--- config.mk ---
export PLATFORM = sky130hd
export DESIGN_NAME = ram_load_arbiter
export DESIGN_NICKNAME = d
export VERILOG_FILES = /design/src/rtl/ram_load_arbiter.sv
export SDC_FILE = /design/constraint.sdc
export NUM_CORES = 1
export LEC_CHECK = 0
export ABC_CLOCK_PERIOD_IN_PS = 1670
export CAP_MARGIN = 15
export CORE_MARGIN = 10
export CORE_UTILIZATION = 46
export CTS_BUF_LIST = sky130_fd_sc_hd__clkbuf_4 sky130_fd_sc_hd__clkbuf_8 sky130_fd_sc_hd__clkbuf_16
export DETAILED_ROUTE_END_ITERATION = 8
export PLACE_DENSITY_LB_ADDON = 0.08
export SLEW_MARGIN = 20
export SYNTH_ARGS = -nofsm -noshare
export SYNTH_HDL_FRONTEND = slang
export SYNTH_SLANG_ARGS = --single-unit
--- constraint.sdc ---
create_clock -name CLK -period 1.67 [get_ports CLK]
set_input_delay 0.334 -clock CLK [delete_from_list [all_inputs] [get_ports CLK]]
set_output_delay 0.334 -clock CLK [all_outputs]
set_load 0.01 [all_outputs]
--- src/rtl/ram_load_arbiter.sv ---
// RAM load arbiter: a streamed loader (address header, word count, payload)
// owns the RAM while the CPU is halted, then hands the RAM bus to the CPU.
module ram_load_arbiter #(
  parameter int ADDRESS_WIDTH = 16
) (
  input  logic                     CLK,
  input  logic                     RESET,
  input  logic                     LD_VALID,
  input  logic [15:0]              LD_WORD,
  output logic                     LD_READY,
  input  logic                     LOAD_REQ,
  input  logic                     CPU_RAM_EN,
  input  logic                     CPU_RAM_RW,
  input  logic [ADDRESS_WIDTH-1:0] CPU_ADDRESS,
  input  logic [15:0]              CPU_DATA,
  output logic                     HALT,
  output logic                     RAM_EN,
  output logic                     RAM_RW,
  output logic [ADDRESS_WIDTH-1:0] ADDRESS_BUS,
  output logic [15:0]              DATA_BUS,
  output logic                     LOAD_DONE
);

  typedef enum logic [1:0] {ADDR, CNT, DATA, RUN} state_t;

  state_t                     state, state_nxt;
  logic                       accept;
  logic                       run_pass;
  logic [ADDRESS_WIDTH-1:0]   ptr;
  logic [15:0]                cnt;
  logic                       wr_q;     // registered loader write this cycle
  logic [ADDRESS_WIDTH-1:0]   addr_q;
  logic [15:0]                data_q;
  logic                       done_q;

  assign accept = LD_VALID && LD_READY;

  // State register
  always_ff @(posedge CLK or negedge RESET) begin
    if (!RESET) state <= ADDR;
    else        state <= state_nxt;
  end

  // Next state and output muxing; the final payload write still owns the
  // bus (and keeps the CPU halted) in the first RUN cycle.
  always_comb begin
    state_nxt   = state;
    LD_READY    = (state != RUN);
    run_pass    = (state == RUN) && !wr_q;
    HALT        = !run_pass;
    RAM_EN      = wr_q;
    RAM_RW      = !wr_q;
    ADDRESS_BUS = addr_q;
    DATA_BUS    = data_q;
    LOAD_DONE   = done_q;
    case (state)
      ADDR: if (accept) state_nxt = CNT;
      CNT:  if (accept) state_nxt = (LD_WORD == 16'h0000) ? RUN : DATA;
      DATA: if (accept && cnt == 16'd1) state_nxt = RUN;
      RUN:  if (LOAD_REQ) state_nxt = ADDR;
      default: state_nxt = ADDR;
    endcase
    if (run_pass) begin
      RAM_EN      = CPU_RAM_EN;
      RAM_RW      = CPU_RAM_RW;
      ADDRESS_BUS = CPU_ADDRESS;
      DATA_BUS    = CPU_DATA;
    end
  end

  // Loader datapath: pointer/counter, one-cycle write register, done pulse
  always_ff @(posedge CLK or negedge RESET) begin
    if (!RESET) begin
      ptr    <= '0;
      cnt    <= '0;
      wr_q   <= 1'b0;
      addr_q <= '0;
      data_q <= '0;
      done_q <= 1'b0;
    end else begin
      wr_q   <= 1'b0;
      done_q <= (state != RUN) && (state_nxt == RUN);
      case (state)
        ADDR: if (accept) ptr <= ADDRESS_WIDTH'(LD_WORD);
        CNT:  if (accept) cnt <= LD_WORD;
        DATA: if (accept) begin
          wr_q   <= 1'b1;
          addr_q <= ptr;
          data_q <= LD_WORD;
          ptr    <= ptr + ADDRESS_WIDTH'(1);  // wraps naturally
          cnt    <= cnt - 16'd1;
        end
        default: ;
      endcase
    end
  end

endmodule

## Word-level counts from Yosys, hierarchy flattened

Index checks and enable logic that the tools add are counted.
W data, S select, Z words.

- Bits in registers: 68
- Bits of input ports: 54
- Output and inout bits: 37
- Logic and storage cells: 48

- $add $sub $neg: 2
- Eq/ne operators: 9
- Mux-type cells: 17
- Reductions and logical operators: 13

Operator list:

| cell | count |
|---|---|
| $mux W16 | 5 |
| $pmux W16 S2 | 2 |
| $add A16 B1 Y16 const B | 1 |
| $eq A16 B1 Y1 const B | 1 |
| $logic_not A16 Y1 | 1 |
| $sub A16 B1 Y16 const B | 1 |
| $mux W2 | 4 |
| $ne A2 B2 Y1 const B | 4 |
| $pmux W2 S4 | 1 |
| $eq A2 B2 Y1 const B | 3 |
| $reduce_and A3 Y1 | 2 |
| $mux W1 | 5 |
| $logic_and A1 B1 Y1 | 4 |
| $reduce_bool A2 Y1 | 2 |
| $eq A2 B1 Y1 const B | 1 |
| $logic_not A1 Y1 | 2 |
| $logic_not A2 Y1 | 1 |
| $reduce_and A2 Y1 | 1 |

## Depth between registers and ports, before layout

- Word-level depth: 7
- Gate-level depth with buffers: 7
- Mapped depth without buffers: 6

## Worst setup path after synthesis

OpenSTA, ideal clock, no wires.

- Path type: register to output
- Start: register state[0]
- End: output port ADDRESS_BUS[10]
- Data arrival time: 1.526 ns
- Required time: 1.336 ns
- Path slack: -0.190 ns
- Stages on the path, launching flop included: 6
- Buffers on the path: 2
- Cell sequence: dfrtp_1 > nand2_1 > or2_2 > clkbuf_1 > buf_2 > mux2_2

- Word-level cells in the longest chain between the ends: 3

RTL lines:

| element | RTL line | RTL |
|---|---|---|
| start, declared | 26 | `state_t state, state_nxt;` |
| start signal, assigned | 41 | `else state <= state_nxt;` |
| $eq A2 B2 Y1 | 49 | `run_pass = (state == RUN) && !wr_q;` |
| $logic_and A1 B1 Y1 | 49 |  |
| $mux W16 | 63 | `if (run_pass) begin` |
| end, declared | 19 | `output logic [ADDRESS_WIDTH-1:0] ADDRESS_BUS,` |

No other way between the ends.

## Worst setup path after layout

- Start: register state[0]
- End: output port DATA_BUS[15]

- Word-level cells in the longest chain between the ends: 3

RTL lines:

| element | RTL line | RTL |
|---|---|---|
| $eq A2 B2 Y1 | 49 |  |
| $logic_and A1 B1 Y1 | 49 |  |
| $mux W16 | 63 |  |
| end, declared | 20 | `output logic [15:0] DATA_BUS,` |

No other way between the ends.

==> results.md <==
Status:
- The run finished, with violations left.
- The final reports fail on hold timing, setup timing.

Timing:
- The final-report max-slew violation count is 0.
- The final number of hold-violating endpoints is 12.
- Hold timing on the final database bottoms out at a slack of -10.3 ps.
- The achievable frequency is 466 MHz.
- Headroom to the max-slew limit came out at 0.662.
- The final clock period utilization by the worst path is 1.28.
- Counting I/O delays and the setup requirement, the final critical path takes 2140 ps.
- Setup slack on the critical path of the routed design comes to -474 ps.
- The final number of setup-violating endpoints is 102.
- At the pin with the least slew margin, the transition time is 504 ps.
- Setup repair after global routing could not meet its margin everywhere.
- The setup skew after layout is 14.0 ps.

Logic synthesis:
- The flop and latch count out of synthesis is 68.
- The synthesized netlist contains 49 unique library cells.
- Counting instances in the post-synthesis netlist gives the leading cell types as nand2_1, dfrtp_1, mux2_2.
- Summing every instance area after synthesis gives 0.00391 mm².
- The average footprint of a synthesized cell is 8.87 µm².
- Of the total synthesized cell area, the portion taken by AND, OR, NAND and NOR gates is 0.243.
- The sequential cell area fraction in the yosys report is 0.435.
- Synthesis handed over a netlist of 441 instances.
- Of the post-synthesis cell area, the part taken by muxes is 0.130.
- Summed over all instances, the cell type with the most area after synthesis is dfrtp_1.
- The top cell type's share of synthesized area is 0.435.
- The count of flip-flops with a built-in enable after synthesis is 0.
- Yosys instantiated no cell more often than nand2_1.
- The share of the synthesized area in compound gates (AO/OA/AOI/OAI) is 0.142.
- By area the synthesized netlist is led by dfrtp_1, nand2_1, mux2_2.
- The fraction of synthesis flops using an asynchronous set or reset pin is 1.00.
- The main flop type after synthesis is dfrtp_1.
- The Yosys step of the flow raised 0 warnings.
- Of the total synthesized cell area, the portion taken by full adders, half adders and majority gates is 0.00960.
- The net count after synthesis is 498.
- Of the total synthesized cell area, the portion taken by XOR and XNOR cells is 0.
- The main combinational cell family by area after synthesis is simple AND/OR/NAND/NOR gates.

Setup path:
- Setup slack on the worst reg-to-reg path comes out at -420 ps.
- Counting cells, the worst reg-to-reg path comes to 12.
- For the worst setup path, the data arrival time is 1810 ps.
- The highest fanout seen on the critical path is 4.
- The worst flop-to-flop path endpoint is ptr[10].
- The worst setup path is of the flip-flop to output port kind.
- At the worst endpoint, the required time is 1340 ps.
- The worst flop-to-flop path startpoint is state[0].
- The worst setup path is launched from a flip-flop.
- The worst setup path is captured at an output port.

Global routing:
- The pin count of the biggest net entering global routing is 69.
- The overall track demand over capacity in global routing is 0.216.
- The number of global-route vias before repair is 4209.
- The number of antenna violations at the first check in global routing is 1.
- The global-route wire length before repair is 22300 µm.
- The total global routing overflow is 0.

Hold path:
- In this run the worst hold path is classified as input port to async pin.

Power and ir drop:
- The share of total power dissipated in combinational logic is 0.629.
- The worst ir drop on vdd is 0.00130 V.
- The internal portion of the total power is 0.00795 W.
- The design draws 0.0131 W.
- The part of the total power dissipated in sequential elements is 0.241.
- The leakage power is 3.07 nW.
- The relative contribution of the clock network to total power is 0.131.
- Of the total power, the share spent switching nets is 0.392.
- The net switching power is 0.00512 W.
- Power spread over the standard cell area amounts to 1930 mW/mm².

Detailed routing:
- The detailed router finished its first iteration with 343 violations.
- For this run, design rule violations remaining after detail routing come to 0.
- Once detail routing completed, the nets flagged for antenna violations numbered 0.
- The post-detailed-routing wire length is 15900 µm.
- For this run, the detailed router's first-pass iteration total came to 5.
- After detailed routing, the average wire length per cell comes to 21.3 µm.
- For this block, the via count after detailed routing is 4380.
- The mean number of vias per cell is 5.85.

Finish:
- The number of nets in the layout is 696.
- The share of layout cells above drive strength 1 is 0.435.
- The number of cells in the finished layout apart from fillers is 749.
- The repair_antennas step left the layout with diodes totalling 0.
- The count of filler cells inserted in the layout is 493.
- The share of the core filled with cells is 0.820.
- The multi-input combinational cells in the finished layout cover a total of 0.00243 mm².
- The growth of design area from synthesis to finish is 73.1%.
- The sequential cell area is 0.00170 mm².

CTS:
- TritonCTS built the clock tree.
- The clock transition at the registers of the reported paths is 90 ps.
- In this run the number of H-tree levels came out at 3.
- The number of buffers created by CTS is 9.
- After clock tree synthesis, the flow added hold-fix buffers numbering 0.
- The longest clock path from root to sink contains 2 buffers.
- Clock tree synthesis selected as its root buffer the cell clkbuf_8.
- For the worst-skew pair, the clock arrives at the later sink with an insertion delay of 360 ps.
- For this design, the sink count on the clock tree is 68.

Placement:
- Once detailed placement completed, the half-perimeter wirelength came to 9750 µm.
- During placement, the flow inserted port buffers numbering 90.
- The congestion estimate from routability-driven global placement came to 0.938.
- Timing analysis after detailed placement gives a worst setup slack of -356 ps.
- The number of placed instances, taps included is 693.

Floorplan:
- In this run the core area contains 33 standard-cell rows.
- The die is 112 µm wide.
- The die is 112 µm tall.
- The floorplan die area is 0.0126 mm².
- For this configuration, the core starts out at a cell density of 0.474.
- The area of the core is 0.00826 mm².
- The I/O pin total is 91.

Flow run:
- The count of maximum capacitance violations is 0.
## sequential cells by signal, summed over array words and instances (netlist names)
signal / flops
LOAD_DONE: 1
data_q: 16
addr_q: 16
wr_q: 1
cnt: 16
state: 2
ptr: 16
## power by group through the flow
| stage | clock network [W] | registers, W | logic [W] |
|---|---|---|---|
| floorplan | 0 | 0.00301 | 0.00317 |
| global placement | 0 | 0.00305 | 0.00573 |
| detailed placement | 0 | 0.00309 | 0.00585 |
| CTS | 0.00169 | 0.00308 | 0.00694 |
| global route | 0.00179 | 0.00324 | 0.00872 |
| finish | 0.00171 | 0.00315 | 0.00821 |
## logic make-up after synthesis
group,after synthesis
compound gates,90
fa+ha+maj,3
buf+inv,34
flops,68
mux,46
simple gates,200
## placed cells by master (no fill, tap or decap), types with 4 or more instances in the layout
cell type and instances:
a21oi_1 16, a21oi_2 9, buf_12 9, buf_16 4
buf_2 4, buf_4 79, buf_6 58, clkbuf_16 4
clkbuf_8 9, clkdlybuf4s50_1 53, dfrtp_1 68, inv_1 6
mux2_2 32, mux2_4 5, mux2i_1 9, nand2_1 101
nand2_2 10, nand2b_1 5, nand3_1 12, nand4_1 7
nor2_1 14, nor3_1 6, nor4_1 5, o21ai_0 5
o21ai_1 12, o21ai_2 7, o22ai_1 6
## worst max-delay path, stage by stage, from the launching register on
cell and delay [ps]:
dfrtp_1 390, nand2_2 70, or2_4 310, buf_12 150, buf_16 130, mux2_4 300
buf_6 120
## metal layers
layer  global-route usage  up-vias  routed length, µm
li1                     -     1981                  -
met1                0.262     2123               6070
met2                0.368      223               7950
met3               0.0474       53               1290
met4               0.0787        0                614
met5                    0        -                  0
## final cells by class
class | count | share of cell area
repair buffers | 214 | 0.329
well taps | 105 | 0.0194
inverters | 7 | 0.00573
multi-input cells | 339 | 0.358
clock inverters | 6 | 0.0166
clock buffers | 10 | 0.0194
flip-flops and latches | 68 | 0.251
## stage by stage
stage	cell area, µm²	setup TNS [ps]
2_1_floorplan	3960	-188
3_3_place_gp	5510	-15820
3_5_place_dp	5510	-18010
4_1_cts	6180	-28580
5_1_grt	6770	-36570
6_report	6770	-33000
## how the worst max path moves through the flow
stage	slack, ps	start	end
floorplan	-110	cnt[3]	cnt[13]
global placement	-300	state[0]	DATA_BUS[10]
detailed placement	-360	LD_VALID	cnt[15]
CTS	-500	state[0]	DATA_BUS[9]
global route	-500	state[0]	DATA_BUS[15]
finish	-470	state[0]	DATA_BUS[15]
## timing repair
action,CTS,global route
resized for setup,226,92
pin swaps,15,21
setup buffers,18,12
gates cloned,4,8
endpoints found under the setup margin,51,104
Note: power is estimated with default switching activity, not from simulation.
